--- src/rtl/ldm_pkg.sv ---
// -----------------------------------------------------------------------------
// ldm_pkg
// Shared constants and types for the LED dot-matrix scan receiver.
//   LDM_ADDR_W       width of the LDM_ADDR row-address bus
//   LDM_ROWS_MAX     largest row count the address bus can express
//   LDM_TIMEOUT_DEF  default clk cycles without a scan edge before link loss
//   ldm_state_e      receiver states: IDLE (link lost), SYNC (hunting for
//                    row 0), RUN (tracking the row sequence)
// -----------------------------------------------------------------------------
package ldm_pkg;

    localparam int LDM_ADDR_W      = 4;
    localparam int LDM_ROWS_MAX    = 16;
    localparam int LDM_TIMEOUT_DEF = 1024;

    typedef enum logic [1:0] {
        ST_IDLE = 2'd0,
        ST_SYNC = 2'd1,
        ST_RUN  = 2'd2
    } ldm_state_e;

endpackage : ldm_pkg

--- src/rtl/ldm_sync_edge.sv ---
// -----------------------------------------------------------------------------
// ldm_sync_edge
// Two-flop synchronizer for a W-bit asynchronous input, followed by a
// registered rising-edge detector (stage 2 compared against one more delay
// flop). The edge output is registered so a scan edge is reported two cycles
// after the first clk edge that samples the input high.
//   clk     receiver clock
//   rst     synchronous active-high reset; clears every stage
//   d_i     asynchronous input bits
//   q_o     synchronized value (stage 2)
//   rise_o  one-cycle pulse per bit on a synchronized 0->1 transition
// -----------------------------------------------------------------------------
module ldm_sync_edge #(
    parameter int W = 1
) (
    input  logic         clk,
    input  logic         rst,
    input  logic [W-1:0] d_i,
    output logic [W-1:0] q_o,
    output logic [W-1:0] rise_o
);

    logic [W-1:0] s1_q;
    logic [W-1:0] s2_q;
    logic [W-1:0] dly_q;
    logic [W-1:0] rise_q;

    always_ff @(posedge clk) begin
        if (rst) begin
            s1_q   <= '0;
            s2_q   <= '0;
            dly_q  <= '0;
            rise_q <= '0;
        end else begin
            // NOTE: non-blocking assignments make every stage take its
            // predecessor's pre-edge value, which is what forms the chain.
            s1_q   <= d_i;
            s2_q   <= s1_q;
            dly_q  <= s2_q;
            rise_q <= s2_q & ~dly_q;
        end
    end

    assign q_o    = s2_q;
    assign rise_o = rise_q;

endmodule : ldm_sync_edge

--- src/rtl/ldm_scan_rx.sv ---
// -----------------------------------------------------------------------------
// ldm_scan_rx
// Receive-side decoder for the LDM scan interface. Synchronizes the scan
// clock and the {enable, address} bus, checks that rows arrive in order and
// rebuilds a one-hot row select for the matrix driver.
//   clk          receiver clock
//   rst          synchronous active-high reset
//   LDM_CLK      scan clock, asynchronous to clk
//   LDM_ADDR_EN  address valid; low means blanking
//   LDM_ADDR     row address, stable around each LDM_CLK rising edge
//   row_sel      one-hot active row, zero when blanked / idle / resyncing
//   row_valid    high while row_sel is non-zero
//   frame_start  one-cycle pulse when row 0 is accepted
//   frame_done   one-cycle pulse when row ROWS-1 is accepted
//   frame_cnt    completed frames, modulo 256
//   seq_err      sticky sequence error, cleared only by rst
//   link_lost    high while idle after a scan-clock timeout
// -----------------------------------------------------------------------------
module ldm_scan_rx
    import ldm_pkg::*;
#(
    parameter int ROWS    = LDM_ROWS_MAX,
    parameter int TIMEOUT = LDM_TIMEOUT_DEF
) (
    input  logic                  clk,
    input  logic                  rst,
    input  logic                  LDM_CLK,
    input  logic                  LDM_ADDR_EN,
    input  logic [LDM_ADDR_W-1:0] LDM_ADDR,
    output logic [ROWS-1:0]       row_sel,
    output logic                  row_valid,
    output logic                  frame_start,
    output logic                  frame_done,
    output logic [7:0]            frame_cnt,
    output logic                  seq_err,
    output logic                  link_lost
);

    localparam int                    TO_W      = $clog2(TIMEOUT + 1);
    localparam logic [TO_W-1:0]       TO_MAX    = TO_W'(TIMEOUT);
    localparam logic [LDM_ADDR_W-1:0] ADDR_LAST = LDM_ADDR_W'(ROWS - 1);

    // ---------------------------------------------------------------- capture
    logic [0:0]            scan_rise;
    logic [0:0]            scan_lvl_unused;
    logic [LDM_ADDR_W:0]   bus_s;
    logic [LDM_ADDR_W:0]   bus_rise_unused;
    logic                  scan_edge;
    logic                  addr_en;
    logic [LDM_ADDR_W-1:0] addr;

    ldm_sync_edge #(.W(1)) u_clk_sync (
        .clk    (clk),
        .rst    (rst),
        .d_i    (LDM_CLK),
        .q_o    (scan_lvl_unused),
        .rise_o (scan_rise)
    );

    ldm_sync_edge #(.W(LDM_ADDR_W + 1)) u_bus_sync (
        .clk    (clk),
        .rst    (rst),
        .d_i    ({LDM_ADDR_EN, LDM_ADDR}),
        .q_o    (bus_s),
        .rise_o (bus_rise_unused)
    );

    assign scan_edge = scan_rise[0];
    assign addr_en   = bus_s[LDM_ADDR_W];
    assign addr      = bus_s[LDM_ADDR_W-1:0];

    // ---------------------------------------------------------------- state
    ldm_state_e            state_q,       state_d;
    logic [LDM_ADDR_W-1:0] exp_q,         exp_d;
    logic [TO_W-1:0]       to_cnt_q,      to_cnt_d;
    logic [ROWS-1:0]       row_sel_q,     row_sel_d;
    logic                  row_valid_q,   row_valid_d;
    logic                  frame_start_q, frame_start_d;
    logic                  frame_done_q,  frame_done_d;
    logic [7:0]            frame_cnt_q,   frame_cnt_d;
    logic                  seq_err_q,     seq_err_d;
    logic                  link_lost_q,   link_lost_d;
    logic                  accept;

    always_ff @(posedge clk) begin
        if (rst) begin
            state_q       <= ST_SYNC;
            exp_q         <= '0;
            to_cnt_q      <= '0;
            row_sel_q     <= '0;
            row_valid_q   <= 1'b0;
            frame_start_q <= 1'b0;
            frame_done_q  <= 1'b0;
            frame_cnt_q   <= '0;
            seq_err_q     <= 1'b0;
            link_lost_q   <= 1'b0;
        end else begin
            state_q       <= state_d;
            exp_q         <= exp_d;
            to_cnt_q      <= to_cnt_d;
            row_sel_q     <= row_sel_d;
            row_valid_q   <= row_valid_d;
            frame_start_q <= frame_start_d;
            frame_done_q  <= frame_done_d;
            frame_cnt_q   <= frame_cnt_d;
            seq_err_q     <= seq_err_d;
            link_lost_q   <= link_lost_d;
        end
    end

    always_comb begin
        // NOTE: every next-state value starts as a hold (or idle pulse) so no
        // branch below leaves a signal unassigned and infers a latch.
        state_d       = state_q;
        exp_d         = exp_q;
        row_sel_d     = row_sel_q;
        row_valid_d   = row_valid_q;
        frame_start_d = 1'b0;
        frame_done_d  = 1'b0;
        frame_cnt_d   = frame_cnt_q;
        seq_err_d     = seq_err_q;
        link_lost_d   = link_lost_q;
        accept        = 1'b0;

        if (scan_edge) begin
            to_cnt_d = '0;
        end else if (to_cnt_q != TO_MAX) begin
            to_cnt_d = to_cnt_q + TO_W'(1);
        end else begin
            to_cnt_d = to_cnt_q;
        end

        if (scan_edge) begin
            // A decoded edge always beats a timeout in the same cycle.
            unique case (state_q)
                ST_IDLE: begin
                    // The wake-up edge only restores the link; it is not decoded.
                    state_d     = ST_SYNC;
                    link_lost_d = 1'b0;
                end
                ST_SYNC: begin
                    if (addr_en && addr == '0) begin
                        accept  = 1'b1;
                        state_d = ST_RUN;
                    end
                end
                ST_RUN: begin
                    // exp_q is always below ROWS, so an equality test also
                    // rejects out-of-range addresses.
                    if (addr_en && addr == exp_q) begin
                        accept = 1'b1;
                    end else if (addr_en) begin
                        seq_err_d = 1'b1;
                        state_d   = ST_SYNC;
                        row_sel_d   = '0;
                        row_valid_d = 1'b0;
                    end
                end
                default: begin
                    state_d = ST_SYNC;
                end
            endcase

            if (!addr_en) begin
                row_sel_d   = '0;
                row_valid_d = 1'b0;
            end

            if (accept) begin
                row_sel_d     = ROWS'(1) << addr;
                row_valid_d   = 1'b1;
                frame_start_d = (addr == '0);
                exp_d         = (addr == ADDR_LAST) ? '0 : addr + LDM_ADDR_W'(1);
                if (addr == ADDR_LAST) begin
                    frame_done_d = 1'b1;
                    frame_cnt_d  = frame_cnt_q + 8'd1;
                end
            end
        end else if (to_cnt_q == TO_MAX) begin
            state_d     = ST_IDLE;
            link_lost_d = 1'b1;
            row_sel_d   = '0;
            row_valid_d = 1'b0;
        end
    end

    assign row_sel     = row_sel_q;
    assign row_valid   = row_valid_q;
    assign frame_start = frame_start_q;
    assign frame_done  = frame_done_q;
    assign frame_cnt   = frame_cnt_q;
    assign seq_err     = seq_err_q;
    assign link_lost   = link_lost_q;

endmodule : ldm_scan_rx

--- config.mk ---
export PLATFORM = sky130hd
export DESIGN_NAME = ldm_scan_rx
export DESIGN_NICKNAME = d
export VERILOG_FILES = /design/src/rtl/ldm_pkg.sv /design/src/rtl/ldm_sync_edge.sv /design/src/rtl/ldm_scan_rx.sv
export SDC_FILE = /design/constraint.sdc
export NUM_CORES = 1
export LEC_CHECK = 0
export BUFFER_PORTS_ARGS = -buffer_cell sky130_fd_sc_hd__buf_2
export CORE_UTILIZATION = 30
export CTS_CLUSTER_SIZE = 12
export DETAILED_ROUTE_END_ITERATION = 12
export HOLD_SLACK_MARGIN = 0.12
export PLACE_DENSITY = 0.56
export SYNTH_ARGS = -nofsm -noshare
export SYNTH_HDL_FRONTEND = slang
export SYNTH_SLANG_ARGS = --single-unit
export TNS_END_PERCENT = 5
--- constraint.sdc ---
create_clock -name clk -period 5.8 [get_ports clk]
set_input_delay 1.16 -clock clk [delete_from_list [all_inputs] [get_ports clk]]
set_output_delay 1.16 -clock clk [all_outputs]
set_load 0.05 [all_outputs]
# Yosys cells after proc, flatten, opt, wreduce, memory -nomap -nowiden

Cells that the tools add are included.

Register bits: 60
Input port bits: 8
Output and inout bits: 29

Add/sub/neg operators: 3
Eq/ne operators: 12
Shifts and indexed selects: 1
Multiplexer cells: 27
Bitwise operators: 5
Reduce and logical (&&, ||, !) cells: 13

Operator list:

| operator                                                              | number |
|---|---|
| 16-bit 2-to-1 mux                                                     | 6 |
| 1-bit by 4-bit left shift with 16-bit output, first input constant    | 1 |
| 1-bit 2-to-1 mux                                                      | 13 |
| 11-bit by 1-bit adder with 11-bit output, second input constant       | 1 |
| 11-bit equality test, second input constant                           | 1 |
| 11-bit != test, second input constant                                 | 1 |
| 2-bit 2-to-1 mux                                                      | 5 |
| 8-bit by 1-bit adder with 8-bit output, second input constant         | 1 |
| 4-bit != test, second input constant                                  | 2 |
| 4-bit AND reduction                                                   | 2 |
| 3-bit != test, second input constant                                  | 2 |
| 3-bit AND reduction                                                   | 2 |
| 4-bit by 1-bit adder with 4-bit output, second input constant         | 1 |
| 4-bit equality test                                                   | 1 |
| 4-bit equality test, second input constant                            | 1 |
| 4-bit zero test                                                       | 1 |
| 4-bit 2-to-1 mux                                                      | 1 |
| 1-bit inverter                                                        | 4 |
| 2-bit case mux with 2 select lines                                    | 1 |
| 2-bit AND reduction                                                   | 2 |
| 3-bit by 2-bit != test with 1-bit output, second input constant       | 1 |
| 3-bit OR reduction                                                    | 1 |
| 2-bit by 1-bit equality test with 1-bit output, second input constant | 1 |
| 2-bit equality test, second input constant                            | 1 |
| 7 further kinds                                                       | 8 |

# Depth between registers and ports, before layout

Gate-level depths: netlist of run 1.

Depth after elaboration: 7
Gate-level depth with buffers: 8
Mapped depth without buffers: 7

# Hierarchy

A second synthesis of run 1 with hierarchy kept.

Cells, all modules: 292
Area, all modules: 2975.4 um^2

By module, submodules not included:

| module                      | times used | cells each | area each (um^2) |
|---|---|---|---|
| ldm_scan_rx                 | 1          | 242        | 2268.4 |
| ldm_sync_edge at u_bus_sync | 1          | 42         | 595.6 |
| ldm_sync_edge at u_clk_sync | 1          | 8          | 111.4 |

# Worst setup path after synthesis of run 1

OpenSTA, ideal clock, no wires.

Kind: input to register
Start point: in rst
End point: reg row_sel_q[10] (netlist: row_sel[10])
Library setup time: 117 ps
Arrival time: 2195 ps
Required time: 5683 ps
Path slack: 3488 ps
Stages: 6
Path through: or2_2 -> clkbuf_1 -> nand2b_1 -> o31ai_4 -> buf_6 -> a22o_1

RTL lines:

| element              | line               | RTL |
|---|---|---|
| from (decl)          | ldm_scan_rx.sv:26  | `input logic rst,` |
| to (signal assigned) | ldm_scan_rx.sv:101 | `row_sel_q <= row_sel_d;` |
| to (decl)            | ldm_scan_rx.sv:76  | `logic [ROWS-1:0] row_sel_q, row_sel_d;` |

==> results.tsv, run 1 <==
stage	metric	value	unit
finish	syn2layout_area_growth	16.2	%
worst_setup_path	path_class	input pin to flop	
routing	routed_wirelength	4.90	mm
global_route	overflow	0	
logic_synthesis	synth-seq-cells	60	
global_route	grt_util_all_layers	12.4	%
placed_design	io_buffers	36	
logic_synthesis	syn_avg_cell_area	9.73	µm²
placed_design	placed_cells	393	
logic_synthesis	ys_async_sr_fraction	0	%
finish	nNetsFinal	319	
cts	htreeDepth	3	
timing	skew	3.94	ps
placed_design	dp_hpwl	3.36	mm
floorplanning	die_w	94.4	µm
status	status	complete, no violations	
placed_design	pre_cts_ws	2850	ps
global_route	antenna_found_initial	0	
worst_setup_path	cp_max_fo	38	
routing	dr.pass1.iters	4	
logic_synthesis	synth_mux_area_share	1.32	%
pwr	powerDensity	261	mW/mm²
cts	cts-root-buf	clkbuf_8	
logic_synthesis	synth-xor-area-share	3.08	%
timing	clock.fmax	388	MHz
timing	setup_viol	0	
logic_synthesis	synth_nets	283	
cts	hold_buffers	0	
cts	cts_sinks	60	
timing	worst_slack	3230	ps
job	cap_violations	0	
logic_synthesis	yosys.area.top_type	dfxtp_1	
placed_design	place_congestion	0.747	
timing	hold_slack	381	ps
finish	diodes	0	
timing	drv_slew	0	
routing	drtAntennaViolNets	0	
finish	drive_gt1_share	20.4	%
global_route	grt_pass1_vias	1844	
floorplanning	dieArea	0.00890	mm²
routing	avgViaCountPerCell	4.74	
timing	worstMarginPinSlew	778	ps
logic_synthesis	synth_compound_area_share	16.3	%
floorplanning	die_y	94.4	µm
timing	rsz0062_at_grt	no	
timing	relSlewSlack	48.1	%
routing	drt-wirelength-per-cell	12.0	µm
cts	clk_path_buf_depth	2	
floorplanning	core_area	0.00822	mm²
global_route	grt_max_degree	39	
logic_synthesis	yosys_most_used_dff	dfxtp_1	
min_path	hold_class	flop to flop	
logic_synthesis	ys_seq_area_share	46.9	%
pwr	max-vdd-ir-drop	0.116	mV
cts	clk_pin_slew	60	ps
logic_synthesis	synth_top_family_by_area	simple AND/OR/NAND/NOR gates	
cts	cts_made_buffers	9	
floorplanning	initial_core_util	31.1	%
timing	fin_crit_sh	44.4	%
timing	timing_hold_violations_final	0	
timing	fin_tns_setup	0	ps
logic_synthesis	netlist_top_cells_count	dfxtp_1, nor2_1, nor2b_1	
worst_setup_path	worstSetupEndpointType	flop	
worst_setup_path	arrival	2800	ps
placed_design	placed_cell_area	0.00281	mm²
cts	cts_tree	done	
cts	post_cts_resize_count	0	
pwr	p_leak	1.24	nW
logic_synthesis	synth_warnings	0	
worst_setup_path	cp.required	6020	ps
global_route	grt_pass1_wl	8.52	mm
logic_synthesis	synth-adder-area-share	5.87	%
logic_synthesis	synth_simple_gate_area_share	22.4	%
routing	drtIter0Drc	64	
timing	period_needed	2570	ps
logic_synthesis	yosysTopAreaCellShare	46.9	%
logic_synthesis	syn_area	0.00256	mm²
logic_synthesis	synth_area_leaders	dfxtp_1, ha_1, nor2b_1	
cts	clock_latency	330	ps
worst_setup_path	cp-start-kind	input pin	
finish	fin_cells	409	
cts	post_cts_buffers	0	
floorplanning	rows	33	
floorplanning	top_level_ports	37	
logic_synthesis	yosysMostFrequentCell	dfxtp_1	
routing	vias	1938	
logic_synthesis	synth.distinct_cells	45	
finish	stdcell_area	0.00297	mm²
routing	drcViolationCount	0	
logic_synthesis	synth_cells	263	
logic_synthesis	synth_edf_count	0	
==> layout make-up <==
type / instances / area [µm²]
clock buffer: 14 / 153
clock inverter: 2 / 10.0
fill: 842 / 5240
inverter: 12 / 45.0
multi-input combinational: 180 / 1250
sequential: 60 / 1200
tap: 105 / 131
timing repair buffer: 36 / 180
==> stage by stage <==
step,util [%],power (mW)
2_1_floorplan,-,0.463
3_3_place_gp,34.2,0.470
3_5_place_dp,34.2,0.471
4_1_cts,36.2,0.791
5_1_grt,36.2,0.815
6_report,36.2,0.776
==> layer usage <==
| metal | up-vias | routed length [µm] | GRT usage, % |
|---|---|---|---|
| li1 | 1006 | - | - |
| met4 | 0 | 55 | 5.51 |
| met2 | 35 | 2170 | 18.2 |
| met1 | 889 | 2490 | 15.7 |
| met3 | 8 | 192 | 5.31 |
| met5 | - | 0 | 0 |
==> registers in the layout, indices dropped and copies added (netlist names), 2 cells and up <==
name	flops
frame_cnt	8
state_q	2
row_sel	16
to_cnt_q	11
exp_q	4
u_bus_sync.q_o	5
u_bus_sync.s1_q	5
==> power by group <==
group / switching (mW) / internal (mW) / total [mW]
registers: 0.00683 / 0.419 / 0.426
logic: 0.0211 / 0.0146 / 0.0358
clock network: 0.149 / 0.166 / 0.315
total: 0.177 / 0.599 / 0.776
==> logic make-up after synthesis <==
kind of cell | Yosys count
AOI/OAI and AO/OA | 55
xor gates and xnor gates | 9
adders and majority gates | 12
buffers and inverters | 23
DFF | 60
muxes | 3
and+or+nand+nor | 101
==> worst paths after layout <==
path                     startpoint                end  slack, ps  cells past startpoint
setup / recovery                rst         row_sel[2]       3230                      5
hold / removal     u_clk_sync.dly_q  u_clk_sync.rise_o        380                      1
setup reg to reg  u_bus_sync.q_o[1]        row_sel[13]       3310                      7
hold reg to reg    u_clk_sync.dly_q  u_clk_sync.rise_o        380                      1
==> placed cells by master (no fill, tap or decap), types with 3 or more instances in the layout <==
master | netlist | final
nor3_1 | 4 | 4
nor2b_1 | 19 | 19
mux2_2 | 3 | 3
nor2_1 | 21 | 21
a22o_1 | 10 | 10
a32o_1 | 6 | 6
xnor2_1 | 3 | 3
dfxtp_1 | 60 | 60
clkbuf_8 | 0 | 10
a21oi_1 | 18 | 18
nor4_1 | 4 | 4
or3_1 | 6 | 6
o21ai_0 | 6 | 6
nand3_1 | 14 | 14
buf_2 | 0 | 36
ha_1 | 12 | 12
nand2b_1 | 4 | 4
xor2_1 | 6 | 6
nand2_1 | 11 | 11
clkbuf_1 | 7 | 4
and3_1 | 5 | 5
inv_1 | 12 | 12
==> critical path: stages <==
cell,delay [ps]
buf_2,540
or2_2,350
nand2b_1,230
o31ai_4,210
a22o_1,290
No activity file was read; power rests on OpenSTA's default activity.
==> run 2: changes to the inputs <==
==> constraint.sdc (replaced) <==
create_clock -name clk -period 2.4 [get_ports clk]
set_input_delay 0.48 -clock clk [delete_from_list [all_inputs] [get_ports clk]]
set_output_delay 0.48 -clock clk [all_outputs]
set_load 0.05 [all_outputs]
==> run 2 against run 1 <==
Net effect: design area up 2.9%; sequential power grew 140%; count of clock-buffer cells in the layout down 3; utilization grew 1.1 points; die area unchanged.
==> results.tsv, run 2 (synthesis gave the netlist of run 1 again) <==
stage	metric	value	unit	change
finish	seqCellArea	0.00120	mm²	unchanged
placed_design	pre_cts_ws	67.0	ps	-2780 ps
pwr	p_leak	1.28	nW	+3.8%
finish	n_fill_cell	850		+0.95%
global_route	grt_max_degree	38		-2.6%
min_path	hold_class	input pin to flop		
placed_design	place_congestion	0.802		+7.3%
timing	skew	9.08	ps	+5.14 ps
worst_setup_path	cp_max_fo	14		-63%
timing	relSlewSlack	69.9	%	+22 points
routing	routed_wirelength	4.90	mm	about the same
finish	diodes	0		unchanged
worst_setup_path	critPathSlowestCell	mux2_2		
timing	hold_slack	348	ps	-33.5 ps
timing	fin_tns_setup	0	ps	unchanged
worst_setup_path	worstPathCellList	inv_1 -> ha_1 -> nor3b_4 -> and3_1 -> a21oi_4 -> nor4_1 -> mux2_2		
min_path	worstHoldPathCells	2		+1
timing	clock.fmax	455	MHz	
routing	drtAntennaViolNets	0		unchanged
pwr	powerDensity	645	mW/mm²	+150%
timing	worstMarginPinSlew	450	ps	-328 ps
timing	timing_hold_violations_final	0		unchanged
global_route	grt_pass1_wl	8.20	mm	-3.8%
routing	avgViaCountPerCell	4.77		+0.74%
worst_setup_path	reg2regPathDepth	7		unchanged
cts	clk_path_buf_depth	2		unchanged
worst_setup_path	cp-start-kind	flop		
finish	mostFrequentLayoutCell	dfxtp_1		
floorplanning	core_area	0.00822	mm²	unchanged
routing	dr.pass1.iters	4		unchanged
job	cap_violations	0		unchanged
cts	clk_pin_slew	60	ps	about the same
finish	drive_gt1_share	22.6	%	+2.2 points
floorplanning	die_y	94.4	µm	unchanged
floorplanning	die_w	94.4	µm	unchanged
cts	cts_tree	done		
routing	vias	1981		+2.2%
finish	multi_input_area	0.00127	mm²	+1.6%
timing	setup_viol	0		unchanged
global_route	grt_pass1_vias	1762		-4.4%
finish	final_util	37.2	%	+1.1 points
finish	layout_common_cells	dfxtp_1, buf_2, nor2_1		
timing	drv_slew	0		unchanged
routing	drcViolationCount	0		unchanged
cts	htreeDepth	3		unchanged
cts	post_cts_buffers	0		unchanged
pwr	power	1.97	mW	+150%
cts	hold_buffers	0		unchanged
cts	clock_latency	340	ps	about the same
status	status	complete, no violations		
timing	worst_slack	200	ps	-3030 ps
timing	fin_crit_sh	91.7	%	
placed_design	io_buffers	36		unchanged
finish	nNetsFinal	325		+1.9%
pwr	max-vdd-ir-drop	0.273	mV	+140%
floorplanning	rows	33		unchanged
timing	rsz0062_at_grt	no		
worst_setup_path	cp.required	2630	ps	-3390 ps
floorplanning	top_level_ports	37		unchanged
worst_setup_path	path_class	flop to flop		
floorplanning	initial_core_util	31.1	%	unchanged
global_route	antenna_found_initial	0		unchanged
finish	largest_register_ffs	16		unchanged
routing	drtIter0Drc	62		-3.1%
global_route	overflow	0		unchanged
routing	drt-wirelength-per-cell	11.8	µm	-1.5%
cts	cts_made_buffers	9		unchanged
timing	period_needed	2200	ps	
finish	syn2layout_area_growth	19.6	%	
cts	cts-root-buf	clkbuf_8		
cts	cts_sinks	60		unchanged
worst_setup_path	worstSetupEndpointType	flop		
worst_setup_path	max_stage_delay	370	ps	-170 ps
cts	post_cts_resize_count	0		unchanged
placed_design	dp_hpwl	3.50	mm	+4.3%
floorplanning	dieArea	0.00890	mm²	unchanged
global_route	grt_util_all_layers	12.0	%	-0.39 points
worst_setup_path	arrival	2430	ps	-370 ps
[run 2: cell count changes in the layout (fill, tap and decap cells not counted), sizes merged]
| cell | delta |
|---|---|
| buf | +6 |
| bufinv | +1 |
| clkbuf | -3 |
| clkinv | +1 |
| clkinvlp | +1 |
[run 2: area by class of cell]
type | count | area share (%)
repair buffers | 42 | 7.36
clock inverters | 5 | 1.72
well taps | 105 | 4.29
flip-flops and latches | 60 | 39.3
clock buffers | 11 | 4.29
multi-input cells | 180 | 41.6
inverters | 12 | 1.47
[run 2: metal layers]
metal / track usage (%) / up-vias / part of all wire, %
met4: 5.77 / 0 / 1.4
met3: 4.99 / 8 / 5.1
met5: 0 / - / 0
li1: - / 1017 / -
met2: 17.6 / 42 / 44
met1: 15.2 / 914 / 50
[run 2: critical path, delay by kind of cell, from the launching register on]
| kind | cells | cell delay [ps] |
|---|---|---|
| buffers and inverters | 1 | 170 |
| flip-flops | 1 | 350 |
| adder cells (fa/ha/maj) | 1 | 260 |
| multiplexers | 1 | 370 |
| AO/OA/AOI/OAI | 1 | 110 |
| AND/OR/NAND/NOR | 3 | 830 |
[run 2: stage by stage]
stage | instances | area, µm²
final | 415 | 3060
after global routing | 415 | 3060
after CTS | 415 | 3040
after detailed placement | 399 | 2860
after global placement | 399 | 2860
after floorplan | 263 | 2560
[run 2: power breakdown]
| part | internal (mW) | switching [mW] | total (mW) | leakage, nW |
|---|---|---|---|---|
| Clock | 0.474 | 0.379 | 0.853 | 0.0931 |
| Sequential | 1.01 | 0.0141 | 1.03 | 0.487 |
| Combinational | 0.0395 | 0.0542 | 0.0937 | 0.702 |
| Total | 1.53 | 0.447 | 1.97 | 1.28 |
[run 2: path summary, 6_finish.rpt]
path	endpoint	slack [ps]	startpoint
worst max-delay path	frame_cnt[5]	200	u_bus_sync.q_o[1]
worst min-delay path	u_clk_sync.s1_q	350	LDM_CLK
worst max register to register	frame_cnt[5]	200	u_bus_sync.q_o[1]
worst min register to register	u_clk_sync.rise_o	380	u_clk_sync.dly_q
==> run 3: changes to the inputs <==
--- a/config.mk
+++ b/config.mk
@@ -5,12 +5,14 @@
 export SDC_FILE = /design/constraint.sdc
 export NUM_CORES = 1
 export LEC_CHECK = 0
+export ABC_AREA = 1
 export BUFFER_PORTS_ARGS = -buffer_cell sky130_fd_sc_hd__buf_2
 export CORE_UTILIZATION = 30
 export CTS_CLUSTER_SIZE = 12
 export DETAILED_ROUTE_END_ITERATION = 12
 export HOLD_SLACK_MARGIN = 0.12
 export PLACE_DENSITY = 0.56
+export SETUP_SLACK_MARGIN = 0.3
 export SYNTH_ARGS = -nofsm -noshare
 export SYNTH_HDL_FRONTEND = slang
 export SYNTH_SLANG_ARGS = --single-unit
==> run 3 against run 2 <==
Net effect: critical path depth is 1 higher; critical endpoint is now row_sel[10]; highest routed layer unchanged; worst hold slack worse by 7.0 ps; register-to-register slack better by 350 ps; largest power group unchanged; setup slack improved by 350 ps; synthesized area is 9.2% higher; sequential power is essentially flat.
==> results.tsv, run 3 <==
stage	metric	value	unit	change
floorplanning	dieArea	0.00970	mm²	+9.0%
logic_synthesis	yosys_most_used_dff	dfxtp_1		
worst_setup_path	cpLargestDelayFamily	simple AND/OR/NAND/NOR gates		
logic_synthesis	ys_seq_area_share	43.0	%	-4.0 points
cts	htreeDepth	3		unchanged
routing	dr.pass1.iters	6		+2
logic_synthesis	synth_nets	377		+33%
global_route	antenna_found_initial	0		unchanged
cts	cts_tree	done		
logic_synthesis	syn_area	0.00279	mm²	+9.2%
pwr	power	2.09	mW	+5.8%
routing	routed_wirelength	5.77	mm	+18%
finish	syn2layout_area_growth	15.7	%	
logic_synthesis	syn_avg_cell_area	7.83	µm²	-20%
pwr	max-vdd-ir-drop	0.275	mV	+0.76%
finish	mostFrequentLayoutCell	dfxtp_1		
cts	post_cts_buffers	0		unchanged
worst_setup_path	cp-start-kind	flop		
finish	nNetsFinal	414		+27%
routing	vias	2276		+15%
worst_setup_path	worstPathCellList	inv_1 -> ha_1 -> nand3_2 -> nor2_1 -> nand2_2 -> a21boi_4 -> nand3_1 -> a21oi_2		
job	cap_violations	0		unchanged
global_route	grt_pass1_vias	2189		+24%
finish	final_util	36.5	%	-0.71 points
finish	n_fill_cell	934		+9.9%
cts	clk_path_buf_depth	2		unchanged
global_route	overflow	0		unchanged
cts	cts-root-buf	clkbuf_8		
timing	drv_slew	0		unchanged
timing	relSlewSlack	69.8	%	-0.11 points
worst_setup_path	cp_max_fo	16		+2
placed_design	place_congestion	0.806		+0.49%
routing	avgViaCountPerCell	4.50		-5.8%
floorplanning	initial_core_util	31.6	%	+0.43 points
pwr	powerDensity	645	mW/mm²	+0.11%
timing	rsz0062_at_grt	no		
timing	clock.fmax	539	MHz	+19%
worst_setup_path	arrival	2120	ps	-310 ps
cts	clk_pin_slew	70	ps	about the same
routing	drtAntennaViolNets	0		unchanged
timing	period_needed	1850	ps	-345 ps
timing	setup_viol	0		unchanged
logic_synthesis	synth-seq-cells	60		unchanged
logic_synthesis	synth_cells	357		+36%
cts	clock_latency	340	ps	about the same
global_route	grt_pass1_wl	10.1	mm	+23%
timing	fin_tns_setup	0	ps	unchanged
floorplanning	core_area	0.00885	mm²	+7.7%
routing	drtIter0Drc	68		+9.7%
logic_synthesis	synth_area_leaders	dfxtp_1, nand2_1, nor2_1		
pwr	p_leak	1.37	nW	+7.0%
placed_design	io_buffers	36		unchanged
timing	fin_crit_sh	77.3	%	-14 points
logic_synthesis	yosys.area.top_type	dfxtp_1		
logic_synthesis	yosysTopAreaCellShare	43.0	%	-4.0 points
logic_synthesis	synth_edf_count	0		unchanged
worst_setup_path	max_stage_delay	400	ps	+30 ps
worst_setup_path	path_class	flop to flop		
min_path	hold_class	input pin to flop		
finish	largest_register_ffs	16		unchanged
logic_synthesis	synth_warnings	0		unchanged
worst_setup_path	cp.required	2670	ps	+40 ps
global_route	grt_util_all_layers	13.1	%	+1.1 points
cts	post_cts_resize_count	0		unchanged
placed_design	dp_hpwl	4.20	mm	+20%
floorplanning	die_y	98.5	µm	+4.4%
logic_synthesis	yosysMostFrequentCell	dfxtp_1		
floorplanning	top_level_ports	37		unchanged
routing	drcViolationCount	0		unchanged
cts	cts_sinks	60		unchanged
status	status	complete, no violations		
floorplanning	die_w	98.5	µm	+4.4%
timing	worstMarginPinSlew	452	ps	+2.13 ps
worst_setup_path	worstSetupEndpointType	flop		
logic_synthesis	netlist_top_cells_count	dfxtp_1, nand2_1, nor2_1		
finish	layout_common_cells	dfxtp_1, nand2_1, nor2_1		
routing	drt-wirelength-per-cell	11.4	µm	-3.4%
logic_synthesis	synth.distinct_cells	33		-27%
logic_synthesis	ys_async_sr_fraction	0	%	unchanged
timing	skew	12.7	ps	+3.61 ps
worst_setup_path	path_buf_inv	1		unchanged
finish	diodes	0		unchanged
worst_setup_path	critPathSlowestCell	a21boi_4		
cts	hold_buffers	0		unchanged
global_route	grt_max_degree	27		-29%
timing	timing_hold_violations_final	0		unchanged
cts	cts_made_buffers	9		unchanged
finish	drive_gt1_share	21.9	%	-0.72 points
floorplanning	rows	34		+3.0%
## run 3: cell count changes in the layout (fill, tap and decap cells not counted), moves of 8 or more
cell / delta
inv_1: +29
a21oi_1: +8
nor2_1: +30
nand2_2: +11
nand3_1: +9
nor2b_1: -19
nand4_1: +10
a21oi_2: +8
nand2_1: +43
a22o_1: -10
## run 3: report_power, final
part           total, mW  leakage (nW)  internal, mW  switching, mW
Clock              0.955         0.102         0.575          0.380
Sequential          1.03         0.487          1.01         0.0151
Combinational      0.104         0.783        0.0338         0.0700
Total               2.09          1.37          1.62          0.465
## run 3: worst reg2reg max path: stages, from the launching register on
cell and delay, ps:
dfxtp_1 350, inv_1 110, ha_1 220, nand3_2 120, nor2_1 170, nand2_2 100
a21boi_4 400, nand3_1 170, a21oi_2 160
## run 3: per-layer routing
metal / up-vias / global-route usage [%] / share of wire, %
li1: 1216 / - / -
met1: 1017 / 16.4 / 50
met2: 33 / 20.9 / 44
met3: 10 / 3.12 / 3.3
met4: 0 / 7.23 / 2.2
met5: - / 0 / 0
## run 3: cell type report
class,instances,area [µm²],area share (%)
Multi-Input combinational cell,239,1320,40.8
Sequential cell,60,1200,37.2
Timing Repair Buffer,38,195,6.04
Inverter,46,175,5.42
Tap cell,108,135,4.18
Clock buffer,10,128,3.95
Clock inverter,5,77.6,2.40
## run 3: kinds of logic after synthesis
group | share of synthesized area (%)
AOI/OAI and AO/OA | 11.1
xor gates and xnor gates | 2.82
adders and majority gates | 5.37
buffers and inverters | 9.76
DFF | 43.0
and+or+nand+nor | 28.0
## run 3: path summary, 6_finish.rpt
path                           from                 end  slack (ps)  cells past startpoint
setup reg to reg  u_bus_sync.q_o[1]         row_sel[10]         550                      8
hold reg to reg    u_clk_sync.dly_q   u_clk_sync.rise_o         390                      1
hold / removal          LDM_ADDR[2]  u_bus_sync.s1_q[2]         340                      3
setup / recovery  u_bus_sync.q_o[1]         row_sel[10]         550                      8
## run 3: stage by stage
step	hold slack [ps]	std cells	area [µm²]	setup slack [ps]
floorplan	373	357	2790	736
global placement	378	491	3030	591
detailed placement	382	491	3030	557
CTS	325	506	3230	540
global route	341	506	3230	355
finish	341	506	3230	545
